File: src/rtl/reorder_buffer_if.sv
// reorder_buffer_if: dispatcher, CDB and commit-side signals of the reorder buffer
interface reorder_buffer_if #(
   parameter int ADDR_WIDTH = 32,
   parameter int REG_WIDTH  = 5,
   parameter int RoB_WIDTH  = 4
);
   logic                  DPRoB_en;
   logic [1:0]            DPRoB_type;
   logic [REG_WIDTH-1:0]  DPRoB_rd;
   logic [ADDR_WIDTH-1:0] DPRoB_pred_pc;
   logic                  RoBDP_full;
   logic [RoB_WIDTH-1:0]  RoBDP_tail;
   logic [RoB_WIDTH-1:0]  DPRoB_qj, DPRoB_qk;
   logic                  RoBDP_qj_ready, RoBDP_qk_ready;
   logic [31:0]           RoBDP_qj_value, RoBDP_qk_value;
   logic                  CDBRoB_RS_en;
   logic [RoB_WIDTH-1:0]  CDBRoB_RS_RoB_index;
   logic [31:0]           CDBRoB_RS_value;
   logic [ADDR_WIDTH-1:0] CDBRoB_RS_next_pc;
   logic                  CDBRoB_LSB_en;
   logic [RoB_WIDTH-1:0]  CDBRoB_LSB_RoB_index;
   logic [31:0]           CDBRoB_LSB_value;
   logic                  RoBRF_en;
   logic [REG_WIDTH-1:0]  RoBRF_rd;
   logic [31:0]           RoBRF_value;
   logic [RoB_WIDTH-1:0]  RoBRF_index;
   logic                  RoBLSB_commit_en;
   logic [RoB_WIDTH-1:0]  RoBLSB_commit_index;
   logic                  RoB_clear;
   logic [ADDR_WIDTH-1:0] RoBIF_new_pc;

   modport master (
      output DPRoB_en, DPRoB_type, DPRoB_rd, DPRoB_pred_pc, DPRoB_qj, DPRoB_qk,
             CDBRoB_RS_en, CDBRoB_RS_RoB_index, CDBRoB_RS_value, CDBRoB_RS_next_pc,
             CDBRoB_LSB_en, CDBRoB_LSB_RoB_index, CDBRoB_LSB_value,
      input  RoBDP_full, RoBDP_tail, RoBDP_qj_ready, RoBDP_qk_ready, RoBDP_qj_value, RoBDP_qk_value,
             RoBRF_en, RoBRF_rd, RoBRF_value, RoBRF_index, RoBLSB_commit_en, RoBLSB_commit_index,
             RoB_clear, RoBIF_new_pc
   );

   modport slave (
      input  DPRoB_en, DPRoB_type, DPRoB_rd, DPRoB_pred_pc, DPRoB_qj, DPRoB_qk,
             CDBRoB_RS_en, CDBRoB_RS_RoB_index, CDBRoB_RS_value, CDBRoB_RS_next_pc,
             CDBRoB_LSB_en, CDBRoB_LSB_RoB_index, CDBRoB_LSB_value,
      output RoBDP_full, RoBDP_tail, RoBDP_qj_ready, RoBDP_qk_ready, RoBDP_qj_value, RoBDP_qk_value,
             RoBRF_en, RoBRF_rd, RoBRF_value, RoBRF_index, RoBLSB_commit_en, RoBLSB_commit_index,
             RoB_clear, RoBIF_new_pc
   );
endinterface

File: src/rtl/reorder_buffer.sv
// reorder_buffer: circular in-order-commit buffer with CDB writeback, operand forwarding and mispredict flush
module reorder_buffer #(
   parameter int ADDR_WIDTH = 32,
   parameter int REG_WIDTH  = 5,
   parameter int RoB_WIDTH  = 4
) (
   input logic             clk_in,
   input logic             rst_in,
   input logic             rdy_in,
   reorder_buffer_if.slave rob
);
   localparam int RoB_SIZE = 1 << RoB_WIDTH;
   localparam logic [RoB_WIDTH:0] FULL_CNT = RoB_SIZE;
   localparam logic [1:0] T_REG = 2'd0, T_STORE = 2'd1, T_JALR = 2'd3;
   logic [RoB_SIZE-1:0]   busy_q, ready_q;
   logic [1:0]            type_q  [RoB_SIZE];
   logic [REG_WIDTH-1:0]  rd_q    [RoB_SIZE];
   logic [ADDR_WIDTH-1:0] pred_q  [RoB_SIZE];
   logic [ADDR_WIDTH-1:0] npc_q   [RoB_SIZE];
   logic [31:0]           value_q [RoB_SIZE];
   logic [RoB_WIDTH-1:0]  head, tail, rf_index, lsb_index;
   logic [RoB_WIDTH:0]    count;
   logic [REG_WIDTH-1:0]  rf_rd;
   logic [31:0]           rf_value;
   logic [ADDR_WIDTH-1:0] new_pc;
   logic                  rf_en, lsb_en, clear;
   logic                  full, do_issue, do_commit, is_rf, mispred, rs_wb, lsb_wb;
   logic [1:0]            h_type;

   // CDB hits on the looked-up entry win over stored state; RS before LSB
   function automatic logic [32:0] lookup(input logic [RoB_WIDTH-1:0] idx);
      return (rob.CDBRoB_RS_en && rob.CDBRoB_RS_RoB_index == idx) ? {1'b1, rob.CDBRoB_RS_value} :
             (rob.CDBRoB_LSB_en && rob.CDBRoB_LSB_RoB_index == idx) ? {1'b1, rob.CDBRoB_LSB_value} :
             {ready_q[idx], value_q[idx]};
   endfunction

   always_comb begin
      full      = count == FULL_CNT;
      h_type    = type_q[head];
      do_issue  = rdy_in && rob.DPRoB_en && !full;
      do_commit = rdy_in && count != '0 && ready_q[head];
      is_rf     = h_type == T_REG || h_type == T_JALR;
      mispred   = do_commit && h_type[1] && npc_q[head] != pred_q[head];
      rs_wb     = rdy_in && !clear && rob.CDBRoB_RS_en && busy_q[rob.CDBRoB_RS_RoB_index];
      lsb_wb    = rdy_in && !clear && rob.CDBRoB_LSB_en && busy_q[rob.CDBRoB_LSB_RoB_index];
   end

   assign rob.RoBDP_full = full;
   assign rob.RoBDP_tail = tail;
   assign {rob.RoBDP_qj_ready, rob.RoBDP_qj_value} = lookup(rob.DPRoB_qj);
   assign {rob.RoBDP_qk_ready, rob.RoBDP_qk_value} = lookup(rob.DPRoB_qk);
   assign rob.RoBRF_en = rf_en;
   assign rob.RoBRF_rd = rf_rd;
   assign rob.RoBRF_value = rf_value;
   assign rob.RoBRF_index = rf_index;
   assign rob.RoBLSB_commit_en = lsb_en;
   assign rob.RoBLSB_commit_index = lsb_index;
   assign rob.RoB_clear = clear;
   assign rob.RoBIF_new_pc = new_pc;

   always_ff @(posedge clk_in) begin
      if (rs_wb) begin
         value_q[rob.CDBRoB_RS_RoB_index] <= rob.CDBRoB_RS_value;
         npc_q[rob.CDBRoB_RS_RoB_index]   <= rob.CDBRoB_RS_next_pc;
      end
      if (lsb_wb) value_q[rob.CDBRoB_LSB_RoB_index] <= rob.CDBRoB_LSB_value;
      if (do_issue) begin
         type_q[tail] <= rob.DPRoB_type;
         rd_q[tail]   <= rob.DPRoB_rd;
         pred_q[tail] <= rob.DPRoB_pred_pc;
      end
   end

   always_ff @(posedge clk_in or negedge rst_in) begin
      if (!rst_in) begin
         head      <= '0;
         tail      <= '0;
         count     <= '0;
         busy_q    <= '0;
         ready_q   <= '0;
         rf_en     <= 1'b0;
         rf_rd     <= '0;
         rf_value  <= '0;
         rf_index  <= '0;
         lsb_en    <= 1'b0;
         lsb_index <= '0;
         clear     <= 1'b0;
         new_pc    <= '0;
      end else begin
         rf_en  <= 1'b0;
         lsb_en <= 1'b0;
         clear  <= 1'b0;
         if (rs_wb) ready_q[rob.CDBRoB_RS_RoB_index] <= 1'b1;
         if (lsb_wb) ready_q[rob.CDBRoB_LSB_RoB_index] <= 1'b1;
         if (do_issue) begin
            busy_q[tail]  <= 1'b1;
            ready_q[tail] <= 1'b0;
            tail          <= tail + 1'b1;
         end
         if (do_commit) begin
            busy_q[head]  <= 1'b0;
            ready_q[head] <= 1'b0;
            head          <= head + 1'b1;
            rf_en         <= is_rf;
            lsb_en        <= h_type == T_STORE;
            if (is_rf) begin
               rf_rd    <= rd_q[head];
               rf_value <= value_q[head];
               rf_index <= head;
            end
            if (h_type == T_STORE) lsb_index <= head;
         end
         count <= (do_issue && !do_commit) ? count + 1'b1 :
                  (!do_issue && do_commit) ? count - 1'b1 : count;
         // flush overrides any same-cycle issue or writeback
         if (mispred) begin
            head    <= '0;
            tail    <= '0;
            count   <= '0;
            busy_q  <= '0;
            ready_q <= '0;
            clear   <= 1'b1;
            new_pc  <= npc_q[head];
         end
      end
   end
endmodule

File: src/flat_wrapper.sv
// flat-port wrapper written by rule: the top's interface ports become plain ports
module reorder_buffer_flat 
#(
   parameter int ADDR_WIDTH = 32,
   parameter int REG_WIDTH  = 5,
   parameter int RoB_WIDTH  = 4
)
  (clk_in, rst_in, rdy_in, rob_DPRoB_en, rob_DPRoB_type, rob_DPRoB_rd, rob_DPRoB_pred_pc, rob_DPRoB_qj, rob_DPRoB_qk, rob_CDBRoB_RS_en, rob_CDBRoB_RS_RoB_index, rob_CDBRoB_RS_value, rob_CDBRoB_RS_next_pc, rob_CDBRoB_LSB_en, rob_CDBRoB_LSB_RoB_index, rob_CDBRoB_LSB_value, rob_RoBDP_full, rob_RoBDP_tail, rob_RoBDP_qj_ready, rob_RoBDP_qk_ready, rob_RoBDP_qj_value, rob_RoBDP_qk_value, rob_RoBRF_en, rob_RoBRF_rd, rob_RoBRF_value, rob_RoBRF_index, rob_RoBLSB_commit_en, rob_RoBLSB_commit_index, rob_RoB_clear, rob_RoBIF_new_pc);
  reorder_buffer_if #(.ADDR_WIDTH(ADDR_WIDTH), .REG_WIDTH(REG_WIDTH), .RoB_WIDTH(RoB_WIDTH)) rob_i ();
  input logic clk_in;
  input logic rst_in;
  input logic rdy_in;
  input wire logic [$bits(rob_i.DPRoB_en)-1:0] rob_DPRoB_en;
  input wire logic [$bits(rob_i.DPRoB_type)-1:0] rob_DPRoB_type;
  input wire logic [$bits(rob_i.DPRoB_rd)-1:0] rob_DPRoB_rd;
  input wire logic [$bits(rob_i.DPRoB_pred_pc)-1:0] rob_DPRoB_pred_pc;
  input wire logic [$bits(rob_i.DPRoB_qj)-1:0] rob_DPRoB_qj;
  input wire logic [$bits(rob_i.DPRoB_qk)-1:0] rob_DPRoB_qk;
  input wire logic [$bits(rob_i.CDBRoB_RS_en)-1:0] rob_CDBRoB_RS_en;
  input wire logic [$bits(rob_i.CDBRoB_RS_RoB_index)-1:0] rob_CDBRoB_RS_RoB_index;
  input wire logic [$bits(rob_i.CDBRoB_RS_value)-1:0] rob_CDBRoB_RS_value;
  input wire logic [$bits(rob_i.CDBRoB_RS_next_pc)-1:0] rob_CDBRoB_RS_next_pc;
  input wire logic [$bits(rob_i.CDBRoB_LSB_en)-1:0] rob_CDBRoB_LSB_en;
  input wire logic [$bits(rob_i.CDBRoB_LSB_RoB_index)-1:0] rob_CDBRoB_LSB_RoB_index;
  input wire logic [$bits(rob_i.CDBRoB_LSB_value)-1:0] rob_CDBRoB_LSB_value;
  output wire logic [$bits(rob_i.RoBDP_full)-1:0] rob_RoBDP_full;
  output wire logic [$bits(rob_i.RoBDP_tail)-1:0] rob_RoBDP_tail;
  output wire logic [$bits(rob_i.RoBDP_qj_ready)-1:0] rob_RoBDP_qj_ready;
  output wire logic [$bits(rob_i.RoBDP_qk_ready)-1:0] rob_RoBDP_qk_ready;
  output wire logic [$bits(rob_i.RoBDP_qj_value)-1:0] rob_RoBDP_qj_value;
  output wire logic [$bits(rob_i.RoBDP_qk_value)-1:0] rob_RoBDP_qk_value;
  output wire logic [$bits(rob_i.RoBRF_en)-1:0] rob_RoBRF_en;
  output wire logic [$bits(rob_i.RoBRF_rd)-1:0] rob_RoBRF_rd;
  output wire logic [$bits(rob_i.RoBRF_value)-1:0] rob_RoBRF_value;
  output wire logic [$bits(rob_i.RoBRF_index)-1:0] rob_RoBRF_index;
  output wire logic [$bits(rob_i.RoBLSB_commit_en)-1:0] rob_RoBLSB_commit_en;
  output wire logic [$bits(rob_i.RoBLSB_commit_index)-1:0] rob_RoBLSB_commit_index;
  output wire logic [$bits(rob_i.RoB_clear)-1:0] rob_RoB_clear;
  output wire logic [$bits(rob_i.RoBIF_new_pc)-1:0] rob_RoBIF_new_pc;
  assign rob_i.DPRoB_en = rob_DPRoB_en;
  assign rob_i.DPRoB_type = rob_DPRoB_type;
  assign rob_i.DPRoB_rd = rob_DPRoB_rd;
  assign rob_i.DPRoB_pred_pc = rob_DPRoB_pred_pc;
  assign rob_i.DPRoB_qj = rob_DPRoB_qj;
  assign rob_i.DPRoB_qk = rob_DPRoB_qk;
  assign rob_i.CDBRoB_RS_en = rob_CDBRoB_RS_en;
  assign rob_i.CDBRoB_RS_RoB_index = rob_CDBRoB_RS_RoB_index;
  assign rob_i.CDBRoB_RS_value = rob_CDBRoB_RS_value;
  assign rob_i.CDBRoB_RS_next_pc = rob_CDBRoB_RS_next_pc;
  assign rob_i.CDBRoB_LSB_en = rob_CDBRoB_LSB_en;
  assign rob_i.CDBRoB_LSB_RoB_index = rob_CDBRoB_LSB_RoB_index;
  assign rob_i.CDBRoB_LSB_value = rob_CDBRoB_LSB_value;
  assign rob_RoBDP_full = rob_i.RoBDP_full;
  assign rob_RoBDP_tail = rob_i.RoBDP_tail;
  assign rob_RoBDP_qj_ready = rob_i.RoBDP_qj_ready;
  assign rob_RoBDP_qk_ready = rob_i.RoBDP_qk_ready;
  assign rob_RoBDP_qj_value = rob_i.RoBDP_qj_value;
  assign rob_RoBDP_qk_value = rob_i.RoBDP_qk_value;
  assign rob_RoBRF_en = rob_i.RoBRF_en;
  assign rob_RoBRF_rd = rob_i.RoBRF_rd;
  assign rob_RoBRF_value = rob_i.RoBRF_value;
  assign rob_RoBRF_index = rob_i.RoBRF_index;
  assign rob_RoBLSB_commit_en = rob_i.RoBLSB_commit_en;
  assign rob_RoBLSB_commit_index = rob_i.RoBLSB_commit_index;
  assign rob_RoB_clear = rob_i.RoB_clear;
  assign rob_RoBIF_new_pc = rob_i.RoBIF_new_pc;
  reorder_buffer #(.ADDR_WIDTH(ADDR_WIDTH), .REG_WIDTH(REG_WIDTH), .RoB_WIDTH(RoB_WIDTH)) u_core (.clk_in(clk_in), .rst_in(rst_in), .rdy_in(rdy_in), .rob(rob_i));
endmodule
File: config.mk
export PLATFORM = sky130hd
export DESIGN_NAME = reorder_buffer_flat
export DESIGN_NICKNAME = d
export VERILOG_FILES = /design/src/rtl/reorder_buffer_if.sv /design/src/rtl/reorder_buffer.sv /design/src/flat_wrapper.sv
export SDC_FILE = /design/constraint.sdc
export NUM_CORES = 2
export LEC_CHECK = 0
export CORE_MARGIN = 5
export CORE_UTILIZATION = 50
export CTS_BUF_LIST = sky130_fd_sc_hd__clkbuf_4 sky130_fd_sc_hd__clkbuf_8
export CTS_CLUSTER_SIZE = 25
export DETAILED_ROUTE_END_ITERATION = 10
export GPL_TIMING_DRIVEN = 0
export PLACE_DENSITY = 0.69
export SKIP_CTS_REPAIR_TIMING = 1
export SYNTH_ARGS = -nofsm -noshare
export SYNTH_HDL_FRONTEND = slang
export SYNTH_SLANG_ARGS = --single-unit
export TNS_END_PERCENT = 30
File: constraint.sdc
create_clock -name clk_in -period 5.4 [get_ports clk_in]
set_input_delay 1.08 -clock clk_in [delete_from_list [all_inputs] [get_ports clk_in]]
set_output_delay 1.08 -clock clk_in [all_outputs]
set_load 0.02 [all_outputs]
Yosys cells after proc, flatten, opt, wreduce, memory -nomap -nowiden
Memory sizes are Yosys's and may differ from the RTL's. A register that Yosys moved wholly into a read port is not among the register bits.
Cells that the tools add are included.
{"block": "op_classes", "add_sub_neg": 4, "multipliers": 0, "div_mod_pow": 0, "n_lt_le_gt_ge": 10, "n_eq_ne": 8, "shift": 0, "n_mux": 46, "bitwise_logic": 8, "reduce_logical": 35}
{"op": "33-bit 2-to-1 mux", "n": 4}
{"op": "16-bit 2-to-1 mux", "n": 8}
{"op": "16-bit bitwise AND", "n": 3}
{"op": "16-bit OR", "n": 3}
{"op": "32-bit inequality test", "n": 1}
{"op": "16-bit NOT", "n": 2}
{"op": "4-bit by 5-bit < comparator with 1-bit output, second input constant", "n": 6}
{"op": "1-bit logical AND", "n": 21}
{"op": "1-bit binary-select mux with 4-bit select", "n": 5}
{"op": "1-bit 2-to-1 mux", "n": 18}
{"op": "1-bit demux with 4-bit select", "n": 4}
{"op": "4-bit equality test", "n": 4}
{"op": "4-bit by 1-bit greater-or-equal comparator with 1-bit output, second input constant", "n": 4}
{"op": "4-bit 2-to-1 mux", "n": 4}
{"op": "5-bit 2-to-1 mux", "n": 3}
{"op": "4-bit by 1-bit adder with 4-bit output, second input constant", "n": 2}
{"op": "1-bit logical NOT", "n": 6}
{"op": "5-bit by 1-bit adder with 5-bit output, second input constant", "n": 1}
{"op": "5-bit equality test, second input constant", "n": 1}
{"op": "5-bit nonzero test", "n": 1}
{"op": "5-bit by 1-bit subtractor with 5-bit output, second input constant", "n": 1}
{"op": "2-bit AND reduction", "n": 2}
{"op": "2-bit nonzero test", "n": 2}
{"op": "3-bit nonzero test", "n": 1}
{"op": "other kinds (4)", "n": 4}
{"block": "word_totals", "reg_bits": 88, "latch_bits": 0, "mem_bits_rw": 1648, "romBits": 0, "output_inout_bits": 151, "elab_cells": 127, "mem_count": 5}
{"memory": "u_core.npc_q", "words": 16, "width": 32, "read_ports": 1, "rd_ports_with_merged_regs": 0, "write_ports": 1, "line": "reorder_buffer.sv:19", "text": "logic [ADDR_WIDTH-1:0] npc_q [RoB_SIZE];"}
{"memory": "u_core.pred_q", "words": 16, "width": 32, "read_ports": 1, "rd_ports_with_merged_regs": 0, "write_ports": 1, "line": "reorder_buffer.sv:18", "text": "logic [ADDR_WIDTH-1:0] pred_q [RoB_SIZE];"}
{"memory": "u_core.value_q", "words": 16, "width": 32, "read_ports": 3, "rd_ports_with_merged_regs": 1, "write_ports": 2, "line": "reorder_buffer.sv:20", "text": "logic [31:0] value_q [RoB_SIZE];"}
{"memory": "u_core.rd_q", "words": 16, "width": 5, "read_ports": 1, "rd_ports_with_merged_regs": 1, "write_ports": 1, "line": "reorder_buffer.sv:17", "text": "logic [REG_WIDTH-1:0] rd_q [RoB_SIZE];"}
{"memory": "u_core.type_q", "words": 16, "width": 2, "read_ports": 1, "rd_ports_with_merged_regs": 0, "write_ports": 1, "line": "reorder_buffer.sv:16", "text": "logic [1:0] type_q [RoB_SIZE];"}

Longest topological paths before layout
{"block": "depth", "ltp_word": 13, "depth_mapped": 16, "ltp_nobuf": 13}

Worst setup path before layout
No wires, ideal clock.
{"block": "synth_timing", "path_kind": "input -> register", "from": "in rob_CDBRoB_RS_RoB_index[0]", "to": "mem u_core.value_q[0][0], enable pin", "setup_time_ns": 0.472, "arrival_ns": 5.021, "required_ns": 4.928, "slack_ns": -0.094, "cell_stages": 7, "n_path_buf": 2, "path_cell_list": "clkbuf_1 -> mux4_2 -> mux4_2 -> nand3_1 -> or3_1 -> clkbuf_1 -> o31ai_1"}
{"element": "start, declared", "line": "flat_wrapper.sv:20", "text": "input wire logic [$bits(rob_i.CDBRoB_RS_RoB_index)-1:0] rob_CDBRoB_RS_RoB_index;"}
{"element": "end, declared", "line": "reorder_buffer.sv:20"}

Final worst setup path
{"block": "layout_timing", "from": "in rob_DPRoB_qj[3]", "to": "out rob_RoBDP_qj_value[16]"}
{"block": "layout_between", "elab_chain_cells": 4, "elab_cells_between_ends": 7, "classes_between": "2 x eq/ne; 2 x mux; 2 x reduce/logical; 1 x memory"}
{"element": "start, declared", "line": "flat_wrapper.sv:17", "text": "input wire logic [$bits(rob_i.DPRoB_qj)-1:0] rob_DPRoB_qj;"}
{"element": "branches (longest 3 deep; another with memory read 16 x 32 bit)"}
{"element": "33-bit 2-to-1 mux *", "line": "reorder_buffer.sv:32", "text": "return (rob.CDBRoB_RS_en && rob.CDBRoB_RS_RoB_index == idx) ? {1'b1, rob.CDBRoB_RS_value} :"}
{"element": "end, declared", "line": "flat_wrapper.sv:30", "text": "output wire logic [$bits(rob_i.RoBDP_qj_value)-1:0] rob_RoBDP_qj_value;"}
Mark *: on every way between the ends.

==> summary.md <==
| Metric | Value |
|---|---|
| Status | finished, violations left |
| Violated checks | capacitance limit, slew limit, setup timing |
| Placer Congestion | just under 0.9 |
| DR DRC count | 0 |
| DRT Wirelength | about 290000 um |
| Routed vias | 51161 |
| Number of buffers created by CTS | 314 |
| Share of the synthesized area in the top cell type | 59.4% |
| Fin. max-slew vios | 22 |
| Pleak | 0.0318 uW |
| Slew of the pin with the lowest slew margin | ~1600 ps |
| YS warnings | 0 |
| Final net count | about 5200 |
| # rows | about 150 |
| Clock group share of total power | about 29% |
| Vias/cell | approximately 6.9 |
| Dominant synthesized flop cell | edfxtp_1 |
| Crit path capture type | output pin |
| Most numerous cell in the Yosys netlist | edfxtp_1 |
| Commonest cells post-synth | 1648 x edfxtp_1, 795 x mux4_2, 549 x mux2_2 |
| Sequential Power Share | 38.5% |
| Initial antenna violation count | 50 |
| Die width | between 400 and 500 um |
| Power Dens Cells | ~430 mW/mm^2 |
| CTS H-tree lvls | 5 |
| Sw Share | between 30% and 40% |
| Core ar. | roughly 0.17 sq mm |
| Initial Util | between 50% and 60% |
| Yosys reg bits | 1773 |
| RSZ-0062 raised after global routing | true |
| Worst Hold Class | flop to flop |
| Chip Height | between 400 and 500 um |
| Tcrit/Tclk final | 103% |
| Setup Skew | between 100 and 150 ps |
| Post-synthesis sequential area ratio | around 63% |
| Largest net degree at the start of global routing | a little over 90 |
| Buffers on Ports | 264 |
| Top post-synthesis cells by area | edfxtp_1 59%, mux4_2 21%, mux2_2 7.4%, dfrtp_1 3.8%, a22oi_1 1.2% |
| Number of setup violations in the final report | 26 |
| Synth area leader | edfxtp_1 |
| Hold path startpoint | u_core.rob.RoBIF_new_pc[23] |
| IO Pins | approximately 310 |
| Syn Nets | 4454 |
| GRT Total Usage | about a third |
| Rel. slew slack | -5.82% |
| Number of synthesized flops with an enable pin | between 1500 and 2000 |
| CP endpoint | rob_RoBDP_qj_value[16] |
| Post-layout total power | 41900 uW |
| Die footprint | roughly 0.17 sq mm |
| Mapped cell area | 0.0834 sq mm |
| Crit start category | primary input |
| Clock Path Buffers | 4 |
| First-pass GRT wire length | 393000 um |
| Clock transition at path regs | around 60 ps |
| Setup slack, reg-to-reg | -10 ps |
| R2r endpoint | u_core.rob.RoBIF_new_pc[13] |
| Worst reg2reg startpoint | u_core.head[2] |
| Switch Pwr | 13600 uW |
| Final core occ | roughly three fifths |
| WS Path Type | primary input to output pin |
| Grt total ovfl | 0 |
| Final Hold Vio Count | 0 |
| Share of layout cells above drive strength 1 | a little over two fifths |
| CP Data Arrival Time | approximately 4500 ps |
| Area Growth Syn to Fin | 17.2% |
| Critical Path Source | rob_DPRoB_qj[3] |
| Req. time, crit path | 4320 ps |
| Fmax | 179 MHz |
| Synth async-reset ratio | ~7.1% |
| CTS root buf | clkbuf_8 |
| Setup TNS | -1290 ps |
| DP HPWL | ~190000 um |
| Internal Pwr Total | about 28000 uW |
| Placed cell count | around 7000 |
| Final min period | 5580 ps |
| Clock latency on the worst-skew pair | roughly 1100 ps |
| Wirelength per Cell | between 30 and 40 um |
| Post-Syn Instances | ~4300 |
| Worst IR Drop VDD | 0.000340 V |
| Vias in the first global route | approximately 50000 |
| Max Cap Viol | 2 |
| CTS tree | built |
| Layout Cells excl Fill | 7436 |
| Netlist cell types | 42 |
| FF-to-FF path depth | 12 |
| Total clock sinks | between 1500 and 2000 |
| Combinational share of power | about a third |
| DRT Pass-1 Iters | 7 |
| Drt initial violations | between 8000 and 9000 |
| Avg Cell Area, Syn | just under 20 sq um |
| Post-DRT Antenna Nets | 0 |
| Crit-path max FO | 10 |
| Final WS setup | -182 ps |
## placed cells by master, fill, tap and decap left out, types with 124 or more instances in the layout
cell type	Yosys	layout
dfrtp_1	125	125
edfxtp_1	1648	1648
a22oi_1	128	128
clkbuf_1	248	187
clkbuf_8	0	336
mux4_2	795	795
nand2_1	186	185
clkdlybuf4s50_1	0	256
clkbuf_4	0	124
mux2_2	549	549
## sequential cells by signal (all words and copies together), names as in the netlist, 4 cells and up
signal	count
u_core.busy_q	16
u_core.pred_q	512
u_core.ready_q	16
u_core.type_q	32
u_core.rd_q	80
u_core.rob.RoBIF_new_pc	32
u_core.rob.RoBRF_index	4
u_core.head	4
u_core.value_q	512
u_core.rob.RoBLSB_commit_index	4
u_core.rob.RoBRF_value	32
u_core.rob.RoBRF_rd	5
u_core.npc_q	512
u_core.rob.RoBDP_tail	4
u_core.count	5
## worst max-delay path: stages
cell and delay (ps):
clkbuf_1 810, clkbuf_1 850, mux4_2 360, mux2i_1 70, o21ai_0 560, clkdlybuf4s50_1 740
## worst min-delay path by stage
stage | end | slack (ps) | cells after the start
2_1_floorplan | u_core.busy_q[14] | 510 | 2
3_3_place_gp | u_core.rob.RoBIF_new_pc[23] | 470 | 1
3_5_place_dp | u_core.rob.RoBIF_new_pc[13] | 470 | 1
4_1_cts | u_core.rob.RoBRF_value[7] | -80 | 1
5_1_grt | u_core.rob.RoBRF_index[2] | 510 | 2
6_report | u_core.rob.RoBIF_new_pc[23] | 480 | 1
## through the flow
| step | hold WS, ps | cell area (sq um) | setup slack [ps] |
|---|---|---|---|
| final | 482 | 97700 | -182 |
| after global routing | 508 | 97700 | -67.9 |
| after CTS | -82.2 | 97300 | -2440 |
| after detailed placement | 475 | 91300 | -2440 |
| after global placement | 466 | 88700 | -5770 |
| after floorplan | 508 | 83400 | -93.6 |
## logic make-up (layout without fill, tap and decap cells)
family	count (synthesis)	count (layout)	synth area share (%)
flip-flops	1773	1773	63.1
multiplexers	1441	1441	30.2
buffers and inverters	413	1345	2.07
AND/OR/NAND/NOR	355	355	1.95
AO/OA/AOI/OAI	227	227	1.79
XOR/XNOR	58	58	0.609
adder cells (fa/ha/maj)	15	15	0.234
other	0	33	0
## power groups by stage
stage | registers [uW] | logic (uW) | clock network [uW]
floorplan | 16600 | 7840 | 0
global placement | 16400 | 13000 | 0
detailed placement | 16400 | 13300 | 0
CTS | 16100 | 13300 | 12400
global route | 16200 | 13900 | 13100
finish | 16100 | 13400 | 12300
## area by class of cell
cell class                 count  area (sq um)
antenna                       33          82.6
buffer                       401          1880
clock buffer                 449          5470
clock inverter                98           563
fill                       12037         67600
inverter                      10          37.5
multi-input combinational   2096         29500
sequential                  1773         52600
tap                         2189          2740
timing repair buffer         387          4820
## per-layer routing
layer	up-vias	wire (um)	GRT usage, %
li1	19418	-	-
met1	26590	97900	41.6
met2	4205	134000	50.4
met3	930	35400	9.15
met4	18	17800	18.2
met5	-	119	0
No activity file was read; power rests on OpenSTA's default activity.
